**config.mk**
```make
export PLATFORM = sky130hd
export DESIGN_NAME = debug_unit_ctrl
export DESIGN_NICKNAME = d
export VERILOG_FILES = /design/src/rtl/debug_unit_ctrl_pkg.sv /design/src/rtl/debug_unit_ctrl_tx.sv /design/src/rtl/debug_unit_ctrl.sv
export SDC_FILE = /design/constraint.sdc
export NUM_CORES = 2
export LEC_CHECK = 0
export CAP_MARGIN = 20
export CORE_AREA = 2 2 447 449
export CTS_BUF_LIST = sky130_fd_sc_hd__clkbuf_8 sky130_fd_sc_hd__clkbuf_16
export CTS_CLUSTER_SIZE = 14
export DETAILED_ROUTE_END_ITERATION = 7
export DIE_AREA = 0 0 449 451
export GPL_TIMING_DRIVEN = 0
export SETUP_SLACK_MARGIN = 0.4
export SLEW_MARGIN = 0
export SYNTH_ARGS = -nofsm -noshare
export SYNTH_HDL_FRONTEND = slang
export SYNTH_SLANG_ARGS = --single-unit
```
**constraint.sdc**
```tcl
create_clock -name clk -period 5.2 [get_ports clk]
set_input_delay 1.3 -clock clk [delete_from_list [all_inputs] [get_ports clk]]
set_output_delay 1.3 -clock clk [all_outputs]
set_load 0.005 [all_outputs]
```
**src/rtl/debug_unit_ctrl_pkg.sv**
```systemverilog
// Shared constants for the UART debug controller: default widths,
// command codes and FSM state types.
package debug_unit_ctrl_pkg;

   // Default widths
   localparam int unsigned DEF_UART_BITS        = 8;
   localparam int unsigned DEF_PC_BITS          = 11;
   localparam int unsigned DEF_INSTRUCTION_BITS = 32;
   localparam int unsigned DEF_PROC_BITS        = 32;
   localparam int unsigned DEF_DATA_ADDRS_BITS  = 10;
   localparam int unsigned DEF_SNAP_BITS        = 1024;
   localparam int unsigned DEF_CLK_COUNTER_BITS = 32;
   localparam int unsigned DEF_MEM_DUMP_WORDS   = 32;

   // Host command codes
   localparam logic [7:0] CMD_LOAD = 8'h01;
   localparam logic [7:0] CMD_RUN  = 8'h02;
   localparam logic [7:0] CMD_STEP = 8'h03;
   localparam logic [7:0] CMD_DUMP = 8'h04;
   localparam logic [7:0] CMD_BP   = 8'h05;

   // Controller states; ST_BP_BYTES is only reachable with breakpoint support
   typedef enum logic [3:0] {
      ST_IDLE,
      ST_LD_COUNT,
      ST_LD_BYTES,
      ST_LD_WRITE,
      ST_RUN,
      ST_STEP,
      ST_SNAP_TX,
      ST_CNT_TX,
      ST_MEM_REQ,
      ST_MEM_CAP,
      ST_MEM_TX,
      ST_BP_BYTES
   } dbg_state_e;

   // Serializer handshake states
   typedef enum logic [1:0] {
      SER_IDLE,
      SER_WAIT,
      SER_GUARD,
      SER_DONE
   } ser_state_e;

   // Number of bytes needed to carry 'bits' bits
   function automatic int unsigned bytes_for(input int unsigned bits,
                                             input int unsigned ub);
      return (bits + ub - 1) / ub;
   endfunction

endpackage

```
**src/rtl/debug_unit_ctrl_tx.sv**
```systemverilog
// debug_tx_serializer: takes one byte per load and runs the UART
// tx_start/tx_done handshake, reporting completion with a one-cycle byte_sent.
module debug_tx_serializer
   import debug_unit_ctrl_pkg::*;
#(
   parameter int unsigned UART_BITS = DEF_UART_BITS
)(
   input  logic                 clk,
   input  logic                 rst,
   input  logic                 load_i,
   input  logic [UART_BITS-1:0] data_i,
   input  logic                 tx_done_i,
   output logic                 tx_start_o,
   output logic [UART_BITS-1:0] tx_data_o,
   output logic                 busy_o,
   output logic                 byte_sent_o
);

   ser_state_e           state_q, state_d;
   logic [UART_BITS-1:0] byte_q, byte_d;
   logic [UART_BITS-1:0] tx_data_q, tx_data_d;
   logic                 start_q, start_d;

   // State and output registers, synchronous active-low reset
   always_ff @(posedge clk) begin
      if (!rst) begin
         state_q   <= SER_IDLE;
         byte_q    <= '0;
         tx_data_q <= '0;
         start_q   <= 1'b0;
      end else begin
         state_q   <= state_d;
         byte_q    <= byte_d;
         tx_data_q <= tx_data_d;
         start_q   <= start_d;
      end
   end

   // Handshake: start only when the transmitter reports idle, skip one
   // cycle after the pulse, then wait for idle again before completing
   always_comb begin
      state_d     = state_q;
      byte_d      = byte_q;
      tx_data_d   = tx_data_q;
      start_d     = 1'b0;
      byte_sent_o = 1'b0;
      case (state_q)
         SER_IDLE: begin
            if (load_i) begin
               byte_d  = data_i;
               state_d = SER_WAIT;
            end
         end
         SER_WAIT: begin
            if (tx_done_i) begin
               start_d   = 1'b1;
               tx_data_d = byte_q;
               state_d   = SER_GUARD;
            end
         end
         SER_GUARD: state_d = SER_DONE;
         SER_DONE: begin
            if (tx_done_i) begin
               byte_sent_o = 1'b1;
               state_d     = SER_IDLE;
            end
         end
         default: state_d = SER_IDLE;
      endcase
   end

   assign tx_start_o = start_q;
   assign tx_data_o  = tx_data_q;
   assign busy_o     = (state_q != SER_IDLE);

endmodule

```
**src/rtl/debug_unit_ctrl.sv**
```systemverilog
// debug_unit_ctrl: UART debug controller. Loads instruction memory, runs or
// single-steps the datapath, then streams snapshot, cycle counter and data
// memory as bytes. Optional breakpoint support: define DEBUG_BREAKPOINT_EN.
module debug_unit_ctrl
   import debug_unit_ctrl_pkg::*;
#(
   parameter int unsigned UART_BITS        = DEF_UART_BITS,
   parameter int unsigned PC_BITS          = DEF_PC_BITS,
   parameter int unsigned INSTRUCTION_BITS = DEF_INSTRUCTION_BITS,
   parameter int unsigned PROC_BITS        = DEF_PROC_BITS,
   parameter int unsigned DATA_ADDRS_BITS  = DEF_DATA_ADDRS_BITS,
   parameter int unsigned SNAP_BITS        = DEF_SNAP_BITS,
   parameter int unsigned CLK_COUNTER_BITS = DEF_CLK_COUNTER_BITS,
   parameter int unsigned MEM_DUMP_WORDS   = DEF_MEM_DUMP_WORDS
)(
   input  logic                        clk,
   input  logic                        rst,
   input  logic [UART_BITS-1:0]        i_rx_data,
   input  logic                        i_rx_done,
   input  logic                        i_tx_done,
   input  logic                        i_halt,
   input  logic [PC_BITS-1:0]          i_pc,
   input  logic [SNAP_BITS-1:0]        i_snapshot,
   input  logic [PROC_BITS-1:0]        i_mem_data,
   output logic                        o_enable,
   output logic                        o_write_inst_mem,
   output logic [PC_BITS-1:0]          o_inst_mem_addr,
   output logic [INSTRUCTION_BITS-1:0] o_inst_mem_data,
   output logic                        o_debug_read_data,
   output logic [DATA_ADDRS_BITS-1:0]  o_debug_read_address,
   output logic                        o_tx_start,
   output logic [UART_BITS-1:0]        o_tx_data
);

   localparam int unsigned IB = INSTRUCTION_BITS / UART_BITS;
   localparam int unsigned SB = SNAP_BITS / UART_BITS;
   localparam int unsigned CB = CLK_COUNTER_BITS / UART_BITS;
   localparam int unsigned PB = PROC_BITS / UART_BITS;

   dbg_state_e                  state_q, state_d;
   logic [INSTRUCTION_BITS-1:0] inst_q, inst_d;
   logic [PC_BITS-1:0]          k_q, k_d;
   logic [UART_BITS-1:0]        n_q, n_d;
   logic [15:0]                 bc_q, bc_d;
   logic [CLK_COUNTER_BITS-1:0] cnt_q, cnt_d;
   logic [CLK_COUNTER_BITS-1:0] cnt_sh_q, cnt_sh_d;
   logic [SNAP_BITS-1:0]        snap_q, snap_d;
   logic [PROC_BITS-1:0]        mem_sh_q, mem_sh_d;
   logic [DATA_ADDRS_BITS-1:0]  word_q, word_d;
   logic                        issued_q, issued_d;

   logic                        ser_load;
   logic [UART_BITS-1:0]        ser_byte;
   logic                        ser_busy;
   logic                        ser_sent;
   logic                        dump_entry;
   logic                        stop;

`ifdef DEBUG_BREAKPOINT_EN
   localparam int unsigned BPB = bytes_for(PC_BITS, UART_BITS);
   logic [BPB*UART_BITS-1:0] bp_shift_q, bp_shift_d;
   logic [PC_BITS-1:0]       bp_q, bp_d;
   logic                     bp_valid_q, bp_valid_d;

   assign stop = i_halt || (bp_valid_q && (i_pc == bp_q));

   // Breakpoint registers
   always_ff @(posedge clk) begin
      if (!rst) begin
         bp_shift_q <= '0;
         bp_q       <= '0;
         bp_valid_q <= 1'b0;
      end else begin
         bp_shift_q <= bp_shift_d;
         bp_q       <= bp_d;
         bp_valid_q <= bp_valid_d;
      end
   end
`else
   logic unused_pc;
   assign unused_pc = ^i_pc;
   assign stop      = i_halt;
`endif

   // Main state and datapath registers
   always_ff @(posedge clk) begin
      if (!rst) begin
         state_q  <= ST_IDLE;
         inst_q   <= '0;
         k_q      <= '0;
         n_q      <= '0;
         bc_q     <= '0;
         cnt_q    <= '0;
         cnt_sh_q <= '0;
         snap_q   <= '0;
         mem_sh_q <= '0;
         word_q   <= '0;
         issued_q <= 1'b0;
      end else begin
         state_q  <= state_d;
         inst_q   <= inst_d;
         k_q      <= k_d;
         n_q      <= n_d;
         bc_q     <= bc_d;
         cnt_q    <= cnt_d;
         cnt_sh_q <= cnt_sh_d;
         snap_q   <= snap_d;
         mem_sh_q <= mem_sh_d;
         word_q   <= word_d;
         issued_q <= issued_d;
      end
   end

   // Next-state logic: command decode, load assembly, run control, dump sequencing
   always_comb begin
      state_d    = state_q;
      inst_d     = inst_q;
      k_d        = k_q;
      n_d        = n_q;
      bc_d       = bc_q;
      cnt_d      = cnt_q;
      cnt_sh_d   = cnt_sh_q;
      snap_d     = snap_q;
      mem_sh_d   = mem_sh_q;
      word_d     = word_q;
      issued_d   = issued_q;
      ser_load   = 1'b0;
      ser_byte   = '0;
      dump_entry = 1'b0;
`ifdef DEBUG_BREAKPOINT_EN
      bp_shift_d = bp_shift_q;
      bp_d       = bp_q;
      bp_valid_d = bp_valid_q;
`endif

      if ((state_q == ST_RUN) || (state_q == ST_STEP)) begin
         cnt_d = cnt_q + CLK_COUNTER_BITS'(1);
      end

      case (state_q)
         ST_IDLE: begin
            if (i_rx_done) begin
               case (i_rx_data)
                  UART_BITS'(CMD_LOAD): begin
                     cnt_d   = '0;
                     state_d = ST_LD_COUNT;
                  end
                  UART_BITS'(CMD_RUN): begin
                     if (stop) dump_entry = 1'b1;
                     else      state_d    = ST_RUN;
                  end
                  UART_BITS'(CMD_STEP): state_d    = ST_STEP;
                  UART_BITS'(CMD_DUMP): dump_entry = 1'b1;
`ifdef DEBUG_BREAKPOINT_EN
                  UART_BITS'(CMD_BP): begin
                     bc_d    = '0;
                     state_d = ST_BP_BYTES;
                  end
`endif
                  default: ;
               endcase
            end
         end
         ST_LD_COUNT: begin
            if (i_rx_done) begin
               if (i_rx_data == '0) begin
                  state_d = ST_IDLE;
               end else begin
                  n_d     = i_rx_data;
                  k_d     = '0;
                  bc_d    = '0;
                  state_d = ST_LD_BYTES;
               end
            end
         end
         ST_LD_BYTES: begin
            if (i_rx_done) begin
               // Bytes arrive LS first: shift right, insert at the top
               inst_d = (inst_q >> UART_BITS) |
                        (INSTRUCTION_BITS'(i_rx_data) << (INSTRUCTION_BITS - UART_BITS));
               if (bc_q == 16'(IB - 1)) begin
                  bc_d    = '0;
                  state_d = ST_LD_WRITE;
               end else begin
                  bc_d = bc_q + 16'd1;
               end
            end
         end
         ST_LD_WRITE: begin
            if (k_q == PC_BITS'(n_q) - PC_BITS'(1)) begin
               state_d = ST_IDLE;
            end else begin
               k_d     = k_q + PC_BITS'(1);
               state_d = ST_LD_BYTES;
            end
         end
         ST_RUN: begin
            if (stop) dump_entry = 1'b1;
         end
         ST_STEP: dump_entry = 1'b1;
         ST_SNAP_TX: begin
            if (!issued_q && !ser_busy) begin
               ser_load = 1'b1;
               ser_byte = snap_q[UART_BITS-1:0];
               issued_d = 1'b1;
            end
            if (ser_sent) begin
               issued_d = 1'b0;
               snap_d   = snap_q >> UART_BITS;
               if (bc_q == 16'(SB - 1)) begin
                  bc_d     = '0;
                  cnt_sh_d = cnt_q;
                  state_d  = ST_CNT_TX;
               end else begin
                  bc_d = bc_q + 16'd1;
               end
            end
         end
         ST_CNT_TX: begin
            if (!issued_q && !ser_busy) begin
               ser_load = 1'b1;
               ser_byte = cnt_sh_q[UART_BITS-1:0];
               issued_d = 1'b1;
            end
            if (ser_sent) begin
               issued_d = 1'b0;
               cnt_sh_d = cnt_sh_q >> UART_BITS;
               if (bc_q == 16'(CB - 1)) begin
                  bc_d    = '0;
                  word_d  = '0;
                  state_d = ST_MEM_REQ;
               end else begin
                  bc_d = bc_q + 16'd1;
               end
            end
         end
         ST_MEM_REQ: state_d = ST_MEM_CAP;
         ST_MEM_CAP: begin
            mem_sh_d = i_mem_data;
            bc_d     = '0;
            state_d  = ST_MEM_TX;
         end
         ST_MEM_TX: begin
            if (!issued_q && !ser_busy) begin
               ser_load = 1'b1;
               ser_byte = mem_sh_q[UART_BITS-1:0];
               issued_d = 1'b1;
            end
            if (ser_sent) begin
               issued_d = 1'b0;
               mem_sh_d = mem_sh_q >> UART_BITS;
               if (bc_q == 16'(PB - 1)) begin
                  bc_d = '0;
                  if (word_q == DATA_ADDRS_BITS'(MEM_DUMP_WORDS - 1)) begin
                     state_d = ST_IDLE;
                  end else begin
                     word_d  = word_q + DATA_ADDRS_BITS'(1);
                     state_d = ST_MEM_REQ;
                  end
               end else begin
                  bc_d = bc_q + 16'd1;
               end
            end
         end
`ifdef DEBUG_BREAKPOINT_EN
         ST_BP_BYTES: begin
            if (i_rx_done) begin
               bp_shift_d = (bp_shift_q >> UART_BITS) |
                            ((BPB*UART_BITS)'(i_rx_data) << ((BPB - 1) * UART_BITS));
               if (bc_q == 16'(BPB - 1)) begin
                  bp_d       = bp_shift_d[PC_BITS-1:0];
                  bp_valid_d = 1'b1;
                  bc_d       = '0;
                  state_d    = ST_IDLE;
               end else begin
                  bc_d = bc_q + 16'd1;
               end
            end
         end
`endif
         default: state_d = ST_IDLE;
      endcase

      // Snapshot is registered once here so the whole dump shows one instant
      if (dump_entry) begin
         snap_d   = i_snapshot;
         bc_d     = '0;
         issued_d = 1'b0;
         state_d  = ST_SNAP_TX;
      end
   end

   debug_tx_serializer #(
      .UART_BITS(UART_BITS)
   ) u_tx (
      .clk        (clk),
      .rst        (rst),
      .load_i     (ser_load),
      .data_i     (ser_byte),
      .tx_done_i  (i_tx_done),
      .tx_start_o (o_tx_start),
      .tx_data_o  (o_tx_data),
      .busy_o     (ser_busy),
      .byte_sent_o(ser_sent)
   );

   assign o_enable             = (state_q == ST_RUN) || (state_q == ST_STEP);
   assign o_write_inst_mem     = (state_q == ST_LD_WRITE);
   assign o_inst_mem_addr      = k_q;
   assign o_inst_mem_data      = inst_q;
   assign o_debug_read_data    = (state_q == ST_MEM_REQ);
   assign o_debug_read_address = (state_q == ST_MEM_REQ) ? word_q : '0;

endmodule

```
# After elaboration in Yosys (flattened, before gate mapping)
# Cells that the tools add are included.
[classes]
magnitude_cmp = 0
n_mul = 0
addsub = 5
n_eq_ne = 53
n_mux = 67
n_shift = 0
bitwise_logic = 4
div = 0
reduce_logical = 35
[op_table]
columns = ["operator", "n"]
rows = [
  ["1024-bit two-way mux", 3],
  ["32-bit two-way mux", 8],
  ["32-bit one-hot mux with 2 select lines", 2],
  ["16-bit two-way mux", 7],
  ["16-bit one-hot mux with 5 select lines", 1],
  ["10-bit two-way mux", 6],
  ["4-bit two-way mux", 12],
  ["4-bit one-hot mux with 10 select lines", 1],
  ["11-bit two-way mux", 3],
  ["3-bit != test (second input constant)", 11],
  ["32-bit by 1-bit adder with 32-bit output (second input constant)", 1],
  ["2-bit != test (second input constant)", 16],
  ["24-bit by 32-bit OR with 32-bit output", 1],
  ["13-bit AND reduction", 2],
  ["8-bit two-way mux", 3],
  ["8-bit one-hot mux with 3 select lines", 1],
  ["11-bit one-hot mux with 2 select lines", 1],
  ["10-bit one-hot mux with 2 select lines", 1],
  ["16-bit by 1-bit adder with 16-bit output (second input constant)", 1],
  ["16-bit by 2-bit == test with 1-bit output (second input constant)", 1],
  ["16-bit by 7-bit == test with 1-bit output (second input constant)", 1],
  ["4-bit by 3-bit == test with 1-bit output (second input constant)", 4],
  ["8-bit by 2-bit == test with 1-bit output (second input constant)", 2],
  ["2-bit nonzero test", 8],
  ["other kinds (37)", 67],
]
[totals]
latch_bits = 0
ramBits = 0
mem_count = 0
mem_bits_ro = 0
wordCells = 180
out_inout_bits = 65
inputBits = 1080
ff_bits = 1221

# Logic depth before layout (Yosys ltp)
[logic_depth]
ltp_word = 7
depth_mapped = 11

# Cells and area by module
# A second synthesis with hierarchy kept.
[hier_totals]
cells_unflattened = 5703
hier_area_um2 = 48445.2
[modules_own_cells]
columns = ["module", "cells_each", "area_per_inst_um2", "seq_area_each_um2", "n_inst"]
rows = [
  ["debug_unit_ctrl", 5610, 47600.7, 24063.1, 1],
  ["debug_tx_serializer", 93, 844.6, 380.4, 1],
]

# Worst setup path after synthesis
# No wires, ideal clock.
[synth_timing]
path_kind = "input to register"
start = "input port i_rx_data[3]"
end = "register bc_q[15]"
path_slack_ns = 1.704
n_path_buf = 2
cell_stages = 9
required_ns = 5.083
setup_time_ns = 0.117
t_arrival_ns = 3.379
cell_sequence = "or4_1 > or4b_2 > clkbuf_1 > o22ai_1 > buf_2 > nand2b_1 > nor3_1 > xnor2_1 > nor2_1"
[synth_between]
elab_chain_cells = 5
elab_cells_between_ends = 9
classes_between = "3 x eq/ne; 3 x mux; 3 x reduce/logical"
[synth_rtl]
columns = ["element", "line", "text"]
rows = [
  ["start, declared", "debug_unit_ctrl.sv:18", "input logic [UART_BITS-1:0] i_rx_data,"],
  ["8-bit by 3-bit == test with 1-bit output or 8-bit by 2-bit == test with 1-bit output (tied branches)", "debug_unit_ctrl.sv:143", "case (i_rx_data)"],
  ["1-bit one-hot mux with 2 select lines", "debug_unit_ctrl.sv:143", ""],
  ["1-bit two-way mux", "debug_unit_ctrl.sv:142", "if (i_rx_done) begin"],
  ["1-bit one-hot mux with 3 select lines", "debug_unit_ctrl.sv:140", "case (state_q)"],
  ["2-bit OR reduction (no source line)", "n/a", ""],
  ["end signal, assigned", "debug_unit_ctrl.sv:92", "bc_q <= '0;"],
  ["end signal, assigned", "debug_unit_ctrl.sv:104", "bc_q <= bc_d;"],
  ["end, declared", "debug_unit_ctrl.sv:44", "logic [15:0] bc_q, bc_d;"],
]
# Parallel ways exist; a longest one is shown, timed or not.
# A chain may end at the register's enable or synchronous reset.

# Final worst setup path
[layout_timing]
start = "input port i_tx_done"
end = "register snap_q[775]"
[layout_between]
elab_chain_cells = 4
[layout_rtl]
columns = ["element", "line", "text"]
rows = [
  ["start, declared", "debug_unit_ctrl.sv:20", "input logic i_tx_done,"],
  ["1-bit two-way mux", "debug_unit_ctrl_tx.sv:63", "if (tx_done_i) begin"],
  ["1-bit two-way mux", "debug_unit_ctrl_tx.sv:47", "case (state_q)"],
  ["2-bit nonzero test (no source line)", "n/a", ""],
  ["2-bit AND reduction (no source line)", "n/a", ""],
  ["end signal, assigned", "debug_unit_ctrl.sv:107", "snap_q <= snap_d;"],
  ["end, declared", "debug_unit_ctrl.sv:47", "logic [SNAP_BITS-1:0] snap_q, snap_d;"],
]
# No other way between the ends.

==> flow_summary_export.csv <==
group,metric,value,unit
outcome,status,"finished, final reports clean",
yosys,syn_area_per_cell,8.699,um2
yosys,ys_types,63,
placement,port-buffer-count,1131,
pwr,ir_worst_vdd,0.0002869,V
global_routing,grt_pass1_wl,349.0,mm
setup_path,endpoint_kind,"flip-flop",
routing,post_drt_wl_per_cell,24.56,um
global_routing,grt.total_usage,0.2338,
floorplan,die_x,449,um
sta,slew_viol_final,0,
floorplan,die_h,451,um
layout,fillers,20402,
layout,drive_above_1_share,0.04368,
pwr,switching_share,0.2468,
yosys,syn-instance-count,5969,
sta,hold_viol_final,0,
yosys,yosysMostFrequentCell,"nand2_1",
setup_path,cp_num_buf_inv,5,
sta,rsz0062_at_grt,"false",
global_routing,grt.overflow.total,0,
setup_path,critPathSlowestCell,"clkbuf_1",
clock_tree,clockBufferDepth,3,
min_path,whs_path_depth,2,
yosys,synthSimpleGateAreaFrac,0.1682,
sta,hold_slack,0.4613,ns
yosys,synth_compound_area_frac,0.2998,
clock_tree,cts_tree,"yes",
setup_path,slowest_delay,0.70,ns
routing,viasPerCell,5.162,
setup_path,timing.reg2reg.setup_slack,0.83,ns
floorplan,initial_core_util,0.2620,
setup_path,start_kind,"input port",
pwr,power_density,307.2,nW/um2
sta,finalSetupViolations,0,
clock_tree,clk_pin_slew,0.06,ns
pwr,switchingPower,5453,uW
placement,place_congestion,0.9563,
yosys,ys_seq_area_frac,0.4707,
global_routing,grt_antenna_before_repair,154,
routing,drt_iter0_drc,5254,
routing,drc,0,
sta,fmax,211.4,MHz
setup_path,r2r_cells,9,
clock_tree,post-cts-setup-buffers,0,
yosys,synthMuxAreaShare,0.006169,
routing,antenna_left,0,
yosys,synth_flop_cell,"dfxtp_1",
clock_tree,cts_buffers,145,
pwr,power,22100,uW
layout,multi_input_area,25260,um2
layout,nets,8344,
sta,period_minus_slack,4.730,ns
setup_path,path_cells,"clkdlybuf4s50_1 -> nand2_1 -> nor3_1 -> clkbuf_2 -> clkbuf_2 -> clkbuf_1 -> clkbuf_1 -> a22oi_1 -> a21boi_0",
yosys,synth_nets,7058,
min_path,worst_hold_startpoint,"snap_q[591]",
global_routing,grt_start_max_net_pins,17,
pwr,sequentialPowerShare,0.432,
routing,drt-total-wl,248.8,mm
pwr,pwr-share-comb,0.092,
setup_path,cp-startpoint,"i_tx_done",
floorplan,ios,1145,
min_path,min_path_type,"flip-flop to flip-flop",
sta,worstMarginPinSlew,1.104,ns
yosys,synthTopCellsByCount,"nand2_1, dfxtp_1, a21boi_0",
yosys,ys_ff_latch,1221,
yosys,syn_area,51930,um2
pwr,p_leak,0.02696,uW
layout,final_util,0.3628,
clock_tree,htreeDepth,4,
clock_tree,clk-insertion-delay-late,0.82,ns
setup_path,critPathTopFamily,"buffers and inverters",
floorplan,coreArea,198200,um2
sta,min_period_over_period,0.9096,
floorplan,rows,164,
yosys,synthAdderAreaFrac,0.002169,
yosys,synth_edf_count,0,
yosys,synth-async-reset-ratio,0,
global_routing,gr-usage-met1,0.2961,
placement,placement.setup.worst_slack,-0.5261,ns
yosys,synthXorXnorAreaFrac,0.009783,
global_routing,grtUsageMet3,0.05268,
yosys,netlist.area_leader.share,0.4707,
floorplan,die_area,202500,um2
global_routing,gr-max-usage-layer,"met2",
yosys,yosys.area.top_type,"dfxtp_1",
yosys,synth_area_leaders,"dfxtp_1, a21boi_0, nand2_1, a22oi_1, o211a_1",
yosys,synth_top_family_by_area,"compound AO/OA/AOI/OAI gates",
global_routing,grt_pass1_vias,49538,
global_routing,use_met2,0.3736,
routing,vias,52293,
clock_tree,cts_sinks,1221,
sta,skew,0.04790,ns
layout,area_growth,38.50,%
sta,layout_setup_ws,0.4702,ns
sta,relSlewSlack,0.2610,
pwr,p_int,16640,uW
setup_path,worstSetupPathType,"input port to flip-flop",
layout,seqCellArea,24440,um2
flow_run,drv_cap,0,
pwr,power_frac_clock,0.476,
setup_path,reg2reg_from,"state_q[1]",
yosys,synth_warnings,0,
sta,finalSetupTns,0,ns
setup_path,cp.required,5.93,ns
clock_tree,root_buffer,"clkbuf_16",
min_path,min_to,"snap_q[591]",
placement,dp_hpwl,198.5,mm
setup_path,r2r_end,"snap_q[775]",
routing,firstDrtPassIters,7,
setup_path,crit_fanout,10,
setup_path,arrival,5.46,ns
[cell type report]
| class | count | share of cell area |
|---|---|---|
| Buffer | 552 | 0.03012 |
| Tap cell | 2656 | 0.04621 |
| Multi-Input combinational cell | 4174 | 0.3513 |
| Antenna cell | 103 | 0.003584 |
| Timing Repair Buffer | 1139 | 0.1595 |
| Sequential cell | 1221 | 0.3399 |
| Clock inverter | 84 | 0.01096 |
| Inverter | 22 | 0.001148 |
| Clock buffer | 179 | 0.05728 |
[cells in the final DEF, fill, tap and decap left out, types with 6 or more instances in the layout]
| cell | n |
|---|---|
| clkbuf_16 | 147 |
| nand2_1 | 1529 |
| clkdlybuf4s50_1 | 1131 |
| ha_1 | 9 |
| a22oi_1 | 737 |
| nor2b_1 | 23 |
| and2_1 | 14 |
| nand4_1 | 17 |
| and3_1 | 9 |
| nor2_1 | 95 |
| a21boi_0 | 774 |
| xnor2_1 | 24 |
| inv_1 | 63 |
| a21oi_1 | 25 |
| clkinv_2 | 13 |
| nand2b_1 | 10 |
| buf_1 | 15 |
| nand3_1 | 366 |
| inv_6 | 7 |
| or3_1 | 13 |
| dfxtp_1 | 1221 |
| buf_2 | 68 |
| diode_2 | 103 |
| clkbuf_8 | 32 |
| mux2i_1 | 32 |
| xor2_1 | 34 |
| o211a_1 | 353 |
| clkbuf_1 | 464 |
| o21ai_0 | 18 |
| nor3_1 | 11 |
| bufinv_16 | 9 |
| a222oi_1 | 8 |
| nor4_1 | 6 |
[routing by layer]
metal	vias up	routed length, um
li1	23990	-
met1	25562	103100
met2	2213	116600
met3	490	18450
met4	38	10380
met5	-	267
[tightest hold or removal path: cells and delay by family (launching register included)]
family,cells,cell delay [ns]
flip-flops,1,0.31
AO/OA/AOI/OAI,1,0.06
AND/OR/NAND/NOR,1,0.04
[worst max-delay path by stage]
| stage | end | cells after the start |
|---|---|---|
| final | snap_q[775] | 9 |
| after global routing | o_debug_read_address[0] | 6 |
| after CTS | snap_q[71] | 9 |
| after detailed placement | state_q[2] | 9 |
| after global placement | snap_q[780] | 9 |
| after floorplan | bc_q[15] | 9 |
[flip-flops by register name, indices dropped and copies added (netlist names)]
register and count:
o_inst_mem_data 32, state_q 4, o_inst_mem_addr 11, u_tx.state_q 2
cnt_sh_q 32, issued_q 1, n_q 8, u_tx.tx_start_o 1
snap_q 1024, word_q 10, mem_sh_q 32, u_tx.byte_q 8
u_tx.tx_data_o 8, cnt_q 32, bc_q 16
[cell families (layout without fill, tap and decap cells)]
group                    count (synthesis)  in the layout
flip-flops                            1221           1221
adder cells (fa/ha/maj)                  9              9
AND/OR/NAND/NOR                       2114           2114
multiplexers                            32             32
buffers and inverters                  574           1976
AO/OA/AOI/OAI                         1961           1961
other                                    0            103
XOR/XNOR                                58             58
[metrics by stage]
step                      area [um2]  instances
after floorplan                51930       5969
after global placement         66570       9756
after detailed placement       66730       9764
after CTS                      71650      10027
after global routing           71870      10111
final                          71920      10130
[power by group through the flow]
| stage | combinational (uW) | sequential [uW] | clock (uW) |
|---|---|---|---|
| 6_report | 2020 | 9560 | 10500 |
| 5_1_grt | 2130 | 9560 | 11100 |
| 4_1_cts | 1990 | 9550 | 10700 |
| 3_5_place_dp | 1980 | 9760 | 0 |
| 3_3_place_gp | 1960 | 9760 | 0 |
| 2_1_floorplan | 707 | 9730 | 0 |
[what timing repair did]
item	in CTS	in global routing
hold endpoints to repair	0	0
hold buffers	0	0
endpoints found under the setup margin	1	18
gates resized for setup	1	5
No activity file was read; power rests on OpenSTA's default activity.
